`config.mk`:
```
export PLATFORM = sky130hd
export DESIGN_NAME = div_iter_flat
export DESIGN_NICKNAME = d
export VERILOG_FILES = /design/src/rtl/div_iter_if.sv /design/src/rtl/div_iter.sv /design/src/flat_wrapper.sv
export SDC_FILE = /design/constraint.sdc
export NUM_CORES = 1
export LEC_CHECK = 0
export ABC_AREA = 1
export CAP_MARGIN = 20
export CORE_MARGIN = 4
export CORE_UTILIZATION = 57
export DETAILED_ROUTE_END_ITERATION = 16
export GPL_TIMING_DRIVEN = 0
export PLACE_DENSITY = 0.8
export SYNTH_ARGS = -nofsm -noshare
export SYNTH_HDL_FRONTEND = slang
export SYNTH_SLANG_ARGS = --single-unit
```
`constraint.sdc`:
```
create_clock -name clk -period 3.3 [get_ports clk]
set_input_delay 0.495 -clock clk [delete_from_list [all_inputs] [get_ports clk]]
set_output_delay 0.495 -clock clk [all_outputs]
set_load 0.1 [all_outputs]
```
`src/rtl/div_iter_if.sv`:
```
// Request/response bundle for the iterative divider.
// Signal names match the divider's original port list so existing hookups map one-to-one.
interface div_iter_if #(
  parameter int WIDTH = 32
);
  logic               signed_div_i;
  logic [WIDTH-1:0]   opdata1_i;
  logic [WIDTH-1:0]   opdata2_i;
  logic               start_i;
  logic               annul_i;
  logic [2*WIDTH-1:0] result_o;
  logic               ready_o;
  logic               busy_o;

  modport master (
    output signed_div_i, opdata1_i, opdata2_i, start_i, annul_i,
    input  result_o, ready_o, busy_o
  );

  modport slave (
    input  signed_div_i, opdata1_i, opdata2_i, start_i, annul_i,
    output result_o, ready_o, busy_o
  );
endinterface

```
`src/rtl/div_iter.sv`:
```
// Iterative restoring divider, one quotient bit per cycle, result = {remainder, quotient}.
// Define DIV_ITER_EARLY_TERM_EN to finish in 2 cycles when |dividend| < |divisor|.
module div_iter #(
  parameter int WIDTH = 32
) (
  input  logic       clk,
  input  logic       rst,
  div_iter_if.slave  bus
);
  localparam int CW = $clog2(WIDTH) + 1;
  localparam int WW = 2 * WIDTH + 1;
  localparam logic [CW-1:0] LAST = CW'(WIDTH);

  typedef enum logic [1:0] {
    FREE   = 2'd0,
    BYZERO = 2'd1,
    ON     = 2'd2,
    END    = 2'd3
  } state_t;

  state_t             r_state;
  logic [CW-1:0]      r_cnt;
  logic [WW-1:0]      r_work;
  logic [WIDTH-1:0]   r_divisor;
  logic               r_sign_q;
  logic               r_sign_r;
  logic [2*WIDTH-1:0] r_result;
  logic               r_ready;
  logic               r_busy;

  logic               w_op1_neg;
  logic               w_op2_neg;
  logic [WIDTH-1:0]   w_op1_mag;
  logic [WIDTH-1:0]   w_op2_mag;
  logic [WIDTH+1:0]   w_upper;
  logic [WIDTH+1:0]   w_diff;
  logic               w_fits;
  logic [WW-1:0]      w_step;
  logic [WIDTH-1:0]   w_quot;
  logic [WIDTH-1:0]   w_rem;
  logic [WIDTH-1:0]   w_quot_fix;
  logic [WIDTH-1:0]   w_rem_fix;

  assign w_op1_neg = bus.signed_div_i & bus.opdata1_i[WIDTH-1];
  assign w_op2_neg = bus.signed_div_i & bus.opdata2_i[WIDTH-1];
  assign w_op1_mag = w_op1_neg ? (~bus.opdata1_i + 1'b1) : bus.opdata1_i;
  assign w_op2_mag = w_op2_neg ? (~bus.opdata2_i + 1'b1) : bus.opdata2_i;

  // Partial remainder after the left shift, one guard bit wide so the borrow
  // of the trial subtraction lands in w_diff's MSB.
  assign w_upper = r_work[WW-1:WIDTH-1];
  assign w_diff  = w_upper - {2'b00, r_divisor};
  assign w_fits  = ~w_diff[WIDTH+1];
  assign w_step  = w_fits ? {w_diff[WIDTH:0], r_work[WIDTH-2:0], 1'b1}
                          : {r_work[WW-2:0], 1'b0};

  assign w_quot     = r_work[WIDTH-1:0];
  assign w_rem      = r_work[2*WIDTH-1:WIDTH];
  assign w_quot_fix = r_sign_q ? (~w_quot + 1'b1) : w_quot;
  assign w_rem_fix  = r_sign_r ? (~w_rem + 1'b1) : w_rem;

`ifdef DIV_ITER_EARLY_TERM_EN
  logic w_early;
  assign w_early = (w_op1_mag < w_op2_mag);
`endif

  always_ff @(posedge clk or negedge rst) begin
    if (!rst) begin
      r_state   <= FREE;
      r_cnt     <= '0;
      r_work    <= '0;
      r_divisor <= '0;
      r_sign_q  <= 1'b0;
      r_sign_r  <= 1'b0;
      r_result  <= '0;
      r_ready   <= 1'b0;
      r_busy    <= 1'b0;
    end else begin
      case (r_state)
        FREE: begin
          if (bus.start_i && !bus.annul_i) begin
            r_work    <= {{(WIDTH+1){1'b0}}, w_op1_mag};
            r_divisor <= w_op2_mag;
            r_sign_q  <= w_op1_neg ^ w_op2_neg;
            r_sign_r  <= w_op1_neg;
            r_cnt     <= '0;
            r_busy    <= 1'b1;
            if (bus.opdata2_i == '0) begin
              r_state <= BYZERO;
`ifdef DIV_ITER_EARLY_TERM_EN
            end else if (w_early) begin
              // ready_o follows one cycle later from END, giving the 2-cycle latency
              r_state  <= END;
              r_result <= {bus.opdata1_i, {WIDTH{1'b0}}};
`endif
            end else begin
              r_state <= ON;
            end
          end
        end

        BYZERO: begin
          if (bus.annul_i) begin
            r_state  <= FREE;
            r_busy   <= 1'b0;
            r_ready  <= 1'b0;
            r_result <= '0;
            r_work   <= '0;
          end else begin
            r_state  <= END;
            r_result <= '0;
            r_ready  <= 1'b1;
          end
        end

        ON: begin
          if (bus.annul_i) begin
            r_state  <= FREE;
            r_busy   <= 1'b0;
            r_ready  <= 1'b0;
            r_result <= '0;
            r_work   <= '0;
            r_cnt    <= '0;
          end else if (r_cnt == LAST) begin
            // All WIDTH steps done; this extra cycle applies the sign fix-up
            r_state  <= END;
            r_result <= {w_rem_fix, w_quot_fix};
            r_ready  <= 1'b1;
          end else begin
            r_work <= w_step;
            r_cnt  <= r_cnt + 1'b1;
          end
        end

        END: begin
          if (!bus.start_i) begin
            r_state  <= FREE;
            r_busy   <= 1'b0;
            r_ready  <= 1'b0;
            r_result <= '0;
          end else begin
            r_ready <= 1'b1;
          end
        end

        default: begin
          r_state  <= FREE;
          r_busy   <= 1'b0;
          r_ready  <= 1'b0;
          r_result <= '0;
        end
      endcase
    end
  end

  assign bus.result_o = r_result;
  assign bus.ready_o  = r_ready;
  assign bus.busy_o   = r_busy;

endmodule

```
`src/flat_wrapper.sv`:
```
// flat-port wrapper written by rule: the top's interface ports become plain ports
module div_iter_flat 
#(
  parameter int WIDTH = 32
)
  (clk, rst, bus_signed_div_i, bus_opdata1_i, bus_opdata2_i, bus_start_i, bus_annul_i, bus_result_o, bus_ready_o, bus_busy_o);
  div_iter_if #(.WIDTH(WIDTH)) bus_i ();
  input  logic clk;
  input  logic rst;
  input wire logic [$bits(bus_i.signed_div_i)-1:0] bus_signed_div_i;
  input wire logic [$bits(bus_i.opdata1_i)-1:0] bus_opdata1_i;
  input wire logic [$bits(bus_i.opdata2_i)-1:0] bus_opdata2_i;
  input wire logic [$bits(bus_i.start_i)-1:0] bus_start_i;
  input wire logic [$bits(bus_i.annul_i)-1:0] bus_annul_i;
  output wire logic [$bits(bus_i.result_o)-1:0] bus_result_o;
  output wire logic [$bits(bus_i.ready_o)-1:0] bus_ready_o;
  output wire logic [$bits(bus_i.busy_o)-1:0] bus_busy_o;
  assign bus_i.signed_div_i = bus_signed_div_i;
  assign bus_i.opdata1_i = bus_opdata1_i;
  assign bus_i.opdata2_i = bus_opdata2_i;
  assign bus_i.start_i = bus_start_i;
  assign bus_i.annul_i = bus_annul_i;
  assign bus_result_o = bus_i.result_o;
  assign bus_ready_o = bus_i.ready_o;
  assign bus_busy_o = bus_i.busy_o;
  div_iter #(.WIDTH(WIDTH)) u_core (.clk(clk), .rst(rst), .bus(bus_i));
endmodule
```
# Word level (Yosys, flattened, before mapping)
# Index checks and enable logic that the tools add are counted.
# op_classes
n_bitwise	7
n_mux	34
n_reduce_logical	15
addsub	6
n_eq_ne	10
# op_table
op	n
65-bit two-way mux	5
65-bit case mux with 3 select lines	1
64-bit two-way mux	3
64-bit case mux with 3 select lines	1
32-bit by 1-bit adder with 32-bit output, second input constant	4
32-bit two-way mux	4
32-bit inverter	4
34-bit by 32-bit subtractor with 34-bit output	1
32-bit logical NOT	1
6-bit two-way mux	3
2-bit two-way mux	6
6-bit case mux with 2 select lines	1
3-bit AND reduction	4
2-bit case mux with 4 select lines	1
1-bit two-way mux	7
6-bit by 1-bit adder with 6-bit output, second input constant	1
6-bit == test, second input constant	1
1-bit case mux with 3 select lines	2
3-bit nonzero test	2
2-bit == test, second input constant	2
2-bit by 1-bit inequality test with 1-bit output, second input constant	2
2-bit inequality test, second input constant	2
2-bit AND reduction	2
4-bit AND reduction	1
10 further kinds	11
# totals
ff_bits	173
output_inout_bits	66

# Logic depth before layout (Yosys ltp)
# Gate-level depths: netlist (run 1).
# depth
word_depth	6
depth_mapped	18
mapped_depth_nobuf	17

# Least setup slack after synthesis (run 1)
# No wires, ideal clock.
# synth_timing
path_kind	register -> register
from	register u_core.r_work[31]
to	register u_core.r_work[56]
path_slack_ns	1.219
setup_ns	0.117
required_time_ns	3.183
path_stages_with_launch	17
period_less_slack_ns	2.081
arrival_time_ns	1.964
cell_sequence	dfrtp_1 inv_1 ha_1 inv_1 fa_1 nand3_1 nand3_1 nand2_1 nand2_1 nand2_1 nand2_1 nand2_1 nand3b_1 nand2_1 nand3_2 nand3_2 nand2_1
# synth_between
elab_chain_cells	5
# synth_rtl
element	line	source
from (decl)	div_iter.sv:23	logic [WW-1:0] r_work;
from (signal assigned)	div_iter.sv:82	r_work <= {{(WIDTH+1){1'b0}}, w_op1_mag};
from (signal assigned)	div_iter.sv:130	r_work <= w_step;
34-bit by 32-bit subtractor with 34-bit output	div_iter.sv:52	assign w_diff = w_upper - {2'b00, r_divisor};
65-bit two-way mux	div_iter.sv:54	assign w_step = w_fits ? {w_diff[WIDTH:0], r_work[WIDTH-2:0], 1'b1}
65-bit two-way mux	div_iter.sv:124	end else if (r_cnt == LAST) begin
65-bit two-way mux	div_iter.sv:117	if (bus.annul_i) begin
65-bit case mux with 3 select lines	div_iter.sv:79	case (r_state)
# Every way passes these cells. The select of a mux whose other input is x is not followed.
# A chain may end at the register's enable or synchronous reset.

# Final worst setup path (run 1)
# layout_timing
from	register u_core.r_work[31]
to	register u_core.r_work[48]
# Same word-level chain as after synthesis.

==> out/metrics.yaml, run 1 <==
syn_area_sq_mm: 0.01387
holdWs_ns: 0.4921
grt_overflow_total: 0
grt_setup_unrepaired: "false"
yosysWarnings: 0
p_seq_frac: 0.253
cts_root_buf: "clkbuf_16"
power_density_mw_per_mm2: 804.8
grt_use_met1: 0.4724
ir_drop_mv: 0.7945
route.vias.total: 14170
synth-main-ff-cell: "dfrtp_1"
cp_max_fo: 4
drv_cap: 0
internal-power_mw: 5.968
final-hold-violation-count: 0
port-buffer-count: 134
synth.net_count: 2182
path_class: "reg2reg"
worstMarginPinSlew_ns: 1.002
comb_power_share: 0.580
slew_headroom: 0.3297
grt_max_degree: 112
finalWirelength_mm: 42.66
htree_levels: 4
pwr-share-clk: 0.167
max_freq_mhz: 364.5
end_kind: "flop"
r2r_cells: 14
start_kind: "flop"
cts-resized-gates: 0
period_needed_ns: 2.743
post-route-util: 0.6877
use_met3: 0.05521
synthCells: 2070
sw_frac_of_total: 0.5447
drt_iter0_drc: 1490
cts.path.max_buffers: 2
hp-start: "u_core.r_divisor[19]$_DFFE_PN0P_"
n_antenna_cell: 0
cts_buffers: 17
synth-edff-count: 0
switchingPower_mw: 7.139
worst_clock_skew_ns: 0.02245
finalMaxSlewViolations: 0
whs_endpoint: "u_core.r_divisor[19]$_DFFE_PN0P_"
die_h_um: 164.0
grtUsageMet2: 0.4820
cts_sinks: 173
power.static_leakage_nw: 8.399
grt_pass1_wl_mm: 67.84
place_inst: 2524
hpwl_mm: 34.08
die_x_um: 164.0
fin_tns_setup_ns: 0
grt_pass1_vias: 12950
die-area_sq_mm: 0.02689
ys_seq_area_frac: 0.3121
timing.rr.start: "u_core.r_work[31]$_DFFE_PN0P_"
ys_ff_latch: 173
start_util: 0.5856
fin_crit_sh: 0.8313
r2r-end: "u_core.r_work[48]$_DFFE_PN0P_"
busiest_layer: "met2"
antenna_found_initial: 1
clk_latency_ns: 0.45
drc: 0
boundaryPins: 135
drive_gt1_frac: 0.07909
dr.pass1.iters: 6
outcome: "completed"
stdcell_count: 2557
setup_violations: 0
total_power_mw: 13.11
clk_pin_slew_ns: 0.08
final_nets: 2337
synthArstFlopShare: 1.000
area_growth_pct: 17.42
crit_required_ns: 3.64
syn_avg_cell_area_sq_um: 6.700
core_sq_mm: 0.02368
wire_per_inst_um: 16.68
min_path_cells: 2
post_drt_via_cell_ratio: 5.541
r2r_slack_ns: 0.56
place_congestion: 0.9756
hp-class: "reg2reg"
ys_types: 58
worstPathArrival_ns: 3.08
cts_tree: "built"
placementRows: 56
ant_nets: 0
track_usage: 0.3175
-- per-layer routing --
| layer | up-vias | part of all wire |
|---|---|---|
| met5 | - | 0.00030 |
| met4 | 2 | 0.019 |
| met3 | 63 | 0.090 |
| met2 | 590 | 0.43 |
| met1 | 6544 | 0.46 |
| li1 | 6969 | - |
-- logic make-up (layout without fill, tap and decap cells) --
logic type | Yosys count | count (layout) | synth area share
AND/OR/NAND/NOR | 1131 | 1131 | 0.3804
flip-flops | 173 | 173 | 0.3121
XOR/XNOR | 60 | 60 | 0.03789
adder cells (fa/ha/maj) | 43 | 43 | 0.03933
AO/OA/AOI/OAI | 289 | 289 | 0.1195
buffers and inverters | 374 | 542 | 0.1107
-- worst max-delay path by stage --
stage,startpoint,endpoint,slack [ns],cells after the start
after floorplan,u_core.r_work[31]$_DFFE_PN0P_,u_core.r_work[56]$_DFFE_PN0P_,1.22,16
after global placement,rst,u_core.bus.result_o[9]$_DFFE_PN0P_,-5.29,1
after detailed placement,bus_annul_i,u_core.bus.result_o[52]$_DFFE_PN0P_,0.60,10
after CTS,u_core.r_work[31]$_DFFE_PN0P_,u_core.r_work[48]$_DFFE_PN0P_,0.60,14
after global routing,u_core.r_work[31]$_DFFE_PN0P_,u_core.r_work[48]$_DFFE_PN0P_,0.47,14
final,u_core.r_work[31]$_DFFE_PN0P_,u_core.r_work[48]$_DFFE_PN0P_,0.56,14
-- layout make-up --
type | count | area, sq um
clock buffer | 17 | 425.4
inverter | 310 | 1164
buffer | 64 | 371.6
sequential | 173 | 4329
fill | 2131 | 7397
multi-input combinational | 1523 | 8005
clock inverter | 15 | 207.7
tap | 319 | 399.1
timing repair buffer | 136 | 1384
-- power groups by stage --
| stage | Clock, mW | Sequential (mW) | Combinational (mW) |
|---|---|---|---|
| 2_1_floorplan | 0 | 4.69 | 3.92 |
| 3_3_place_gp | 0 | 3.30 | 7.30 |
| 3_5_place_dp | 0 | 3.32 | 7.45 |
| 4_1_cts | 2.19 | 3.29 | 7.49 |
| 5_1_grt | 2.28 | 3.39 | 8.22 |
| 6_report | 2.18 | 3.32 | 7.61 |
-- critical path: stages (launching register included) --
cell and delay (ns):
dfrtp_1 0.41, inv_1 0.18, ha_1 0.18, inv_1 0.08, fa_1 0.47, nand3_1 0.13, nand3_1 0.16, nand2_1 0.11
nand2_1 0.11, nand2_1 0.09, nand2_1 0.15, xnor2_1 0.30, nand3_2 0.13, nand3_1 0.10, nand2_1 0.06
-- cells in the mapped netlist, types with 3 or more instances --
cell type	count	share of area
a21boi_0	5	0.0027
a21oi_1	89	0.032
a21oi_2	3	0.0019
a22o_1	6	0.0038
a22oi_1	17	0.0092
a2bb2oi_1	3	0.0019
a31oi_1	3	0.0014
and2_1	5	0.0023
and3_1	3	0.0014
buf_1	7	0.0019
buf_2	13	0.0047
buf_4	5	0.0027
buf_6	7	0.0057
clkbuf_1	29	0.0078
dfrtp_1	173	0.31
ha_1	42	0.038
inv_1	297	0.080
inv_2	11	0.0030
nand2_1	613	0.17
nand2_2	7	0.0032
nand2_4	3	0.0024
nand2_8	3	0.0043
nand3_1	172	0.062
nand3_2	55	0.040
nand3b_1	14	0.0076
nand4_1	31	0.014
nor2_1	163	0.044
nor2_2	5	0.0023
nor2_4	6	0.0049
nor3_1	27	0.0097
nor3_2	5	0.0036
nor4_1	5	0.0023
o211ai_1	4	0.0022
o21ai_0	127	0.046
o21ai_1	13	0.0047
o31ai_1	6	0.0032
or2_2	6	0.0027
xnor2_1	21	0.013
xor2_1	39	0.025
-- flip-flops by register name, indices dropped and copies added, names as in the netlist --
name / count
u_core.r_work: 65
u_core.r_sign_r: 1
u_core.r_sign_q: 1
u_core.bus.busy_o: 1
u_core.bus.result_o: 64
u_core.r_divisor: 32
u_core.r_state: 2
u_core.r_cnt: 6
u_core.bus.ready_o: 1
-- cells in the final DEF (no fill, tap or decap), types with 21 or more instances in the layout --
cell,n
ha_1,42
a21oi_1,89
nand3_2,55
clkbuf_1,29
dfrtp_1,173
clkdlybuf4s50_1,133
inv_1,297
nand4_1,31
xor2_1,39
nand3_1,172
o21ai_0,127
nor3_1,27
nor2_1,163
nand2_1,613
xnor2_1,21
-- repair_timing --
action	CTS	global route
hold endpoints to repair	8	0
buffers inserted	0	0
hold buffers	1	0
-- metrics by stage --
stage	worst slack (ns)	instance area, sq um
after floorplan	1.219	13870
after global placement	-5.295	15610
after detailed placement	0.5965	15640
after CTS	0.6011	16290
after global routing	0.4732	16290
final	0.5567	16290
Power figures use the tool's default switching activity.
==> run 2: changes to the inputs <==
--- a/config.mk
+++ b/config.mk
@@ -8,10 +8,10 @@
 export ABC_AREA = 1
 export CAP_MARGIN = 20
 export CORE_MARGIN = 4
-export CORE_UTILIZATION = 57
+export CORE_UTILIZATION = 53
 export DETAILED_ROUTE_END_ITERATION = 16
 export GPL_TIMING_DRIVEN = 0
-export PLACE_DENSITY = 0.8
+export PLACE_DENSITY = 0.78
 export SYNTH_ARGS = -nofsm -noshare
 export SYNTH_HDL_FRONTEND = slang
 export SYNTH_SLANG_ARGS = --single-unit
==> constraint.sdc (replaced) <==
create_clock -name clk -period 2.33 [get_ports clk]
set_input_delay 0.3495 -clock clk [delete_from_list [all_inputs] [get_ports clk]]
set_output_delay 0.3495 -clock clk [all_outputs]
set_load 0.1 [all_outputs]
==> out/metrics.yaml, run 2 (synthesized netlist as in run 1, its figures left out) <==
outcome: "completed"
path_delay_family: "buffers and inverters"
holdWs_ns: 0.4020  # -0.09009 ns
grt_max_degree: 120  # +7.1%
path_class: "reg2out"
max_freq_mhz: 436.0
dr.pass1.iters: 6  # unchanged
grt_pass1_vias: 13050  # +0.84%
slowest_delay_ns: 1.14  # +0.67 ns
hpwl_mm: 33.26  # -2.4%
finalWirelength_mm: 42.79  # +0.30%
clk_pin_slew_ns: 0.08  # about the same
multi_input_area_sq_mm: 0.008502  # +6.2%
worstMarginPinSlew_ns: 0.9932  # -0.009166 ns
drv_cap: 0  # unchanged
cpMaxStageDelayCell: "clkdlybuf4s50_1"
end_kind: "primary output"
die_x_um: 169.8  # +3.5%
die-area_sq_mm: 0.02882  # +7.2%
final-hold-violation-count: 0  # unchanged
worstPathArrival_ns: 1.94  # -1.14 ns
drive_gt1_frac: 0.1278  # +0.04868
regMostFlops: "u_core.r_work"
die_h_um: 169.8  # +3.5%
comb_power_share: 0.597  # +0.017
core_sq_mm: 0.02547  # +7.6%
largest_reg_flops: 65  # unchanged
r2r_slack_ns: 0.05  # -0.51 ns
grt_setup_unrepaired: "true"
post_drt_via_cell_ratio: 5.521  # -0.36%
grt_overflow_total: 0  # unchanged
mostFrequentLayoutCells: "598 x nand2_1, 295 x inv_1, 167 x nand3_1"
n_fill_cell: 2132  # +0.047%
use_met3: 0.05590  # +0.0006979
drc: 0  # unchanged
worst_clock_skew_ns: 0.02151  # -0.0009456 ns
clk_latency_ns: 0.45  # about the same
wire_per_inst_um: 16.56  # -0.75%
grtUsageMet2: 0.4373  # -0.04471
drt_iter0_drc: 1296  # -13%
period_needed_ns: 2.294
route.vias.total: 14270  # +0.69%
path_cells: "clkdlybuf4s50_1"
start_kind: "flop"
pwr-share-clk: 0.160  # -0.007
internal-power_mw: 8.940  # +50%
cts_buffers: 17  # unchanged
htree_levels: 4  # unchanged
antenna_found_initial: 0  # -1
final_common_cell: "nand2_1"
ff_latch_area_sq_mm: 0.004350  # +0.49%
switchingPower_mw: 10.29  # +44%
area_growth_pct: 23.09
grt_use_met1: 0.4236  # -0.04885
cts_sinks: 173  # unchanged
cts_tree: "built"
boundaryPins: 135  # unchanged
setup_violations: 0  # unchanged
crit_required_ns: 1.98  # -1.66 ns
fin_crit_sh: 0.9844
slew_headroom: 0.3368  # +0.007122
hp-class: "in2async"
power_density_mw_per_mm2: 1126  # +40%
sw_frac_of_total: 0.5350  # -0.009731
track_usage: 0.2875  # -0.03000
busiest_layer: "met2"
ant_nets: 0  # unchanged
placementRows: 58  # +3.6%
final_nets: 2353  # +0.68%
path_buf_inv: 1  # -1
place_congestion: 0.9799  # +0.44%
ir_drop_mv: 1.456  # +83%
finalMaxSlewViolations: 0  # unchanged
grt_pass1_wl_mm: 67.04  # -1.2%
n_antenna_cell: 0  # unchanged
total_power_mw: 19.23  # +47%
cts.path.max_buffers: 2  # unchanged
p_seq_frac: 0.243  # -0.010
start_util: 0.5445  # -0.04114
port-buffer-count: 134  # unchanged
cp_max_fo: 2  # -2
cts_root_buf: "clkbuf_16"
power.static_leakage_nw: 9.109  # +8.5%
==> run 2: power groups by stage <==
stage                     Sequential (mW)  Clock [mW]  Combinational (mW)
after global routing                 4.78        3.24                12.4
after floorplan                      6.64           0                5.55
after global placement               4.67           0                10.3
after CTS                            4.64        3.09                10.7
after detailed placement             4.70           0                10.5
final                                4.67        3.07                11.5
==> run 2: timing repair <==
action                                  4_1_cts  5_1_grt
hold buffers                                  1        0
buffers inserted                              6       10
gates resized for setup                      23      149
endpoints found under the setup margin       65      153
pin swaps                                     3        8
hold endpoints to repair                     54        0
==> run 2: cell type report <==
type	count	area share
Clock inverter	15	0.01246
Timing Repair Buffer	152	0.09234
Inverter	310	0.06816
Sequential cell	173	0.2548
Buffer	64	0.02514
Multi-Input combinational cell	1523	0.4980
Clock buffer	17	0.02492
Tap cell	330	0.02418
==> run 2: path summary, 6_finish.rpt <==
check,depth (start not counted),from,endpoint
max,1,u_core.bus.result_o[59]$_DFFE_PN0P_,bus_result_o[59]
min,2,rst,u_core.r_divisor[2]$_DFFE_PN0P_
max reg2reg,13,u_core.r_work[31]$_DFFE_PN0P_,u_core.r_work[58]$_DFFE_PN0P_
min reg2reg,2,u_core.bus.result_o[41]$_DFFE_PN0P_,u_core.bus.result_o[41]$_DFFE_PN0P_
max in group asynchronous,3,rst,u_core.r_work[51]$_DFFE_PN0P_
min in group clk,2,u_core.bus.result_o[41]$_DFFE_PN0P_,u_core.bus.result_o[41]$_DFFE_PN0P_
==> run 2: through the flow <==
stage	cell area, sq um	TNS, ns	utilization	setup slack [ns]	std cells
2_1_floorplan	13870	0	-	0.2494	2070
3_3_place_gp	15620	-1066.74	0.6134	-6.126	2534
3_5_place_dp	15660	-14.27	0.6146	-0.3023	2535
4_1_cts	16430	0	0.6452	0.0001370	2574
5_1_grt	17070	-0.5765	0.6703	-0.06150	2584
6_report	17070	0	0.6703	0.03642	2584
==> run 2: metal layers <==
layer,part of all wire,up-vias
met2,0.44,651
met1,0.45,6541
met5,0,-
met4,0.019,0
met3,0.094,59
li1,-,7015
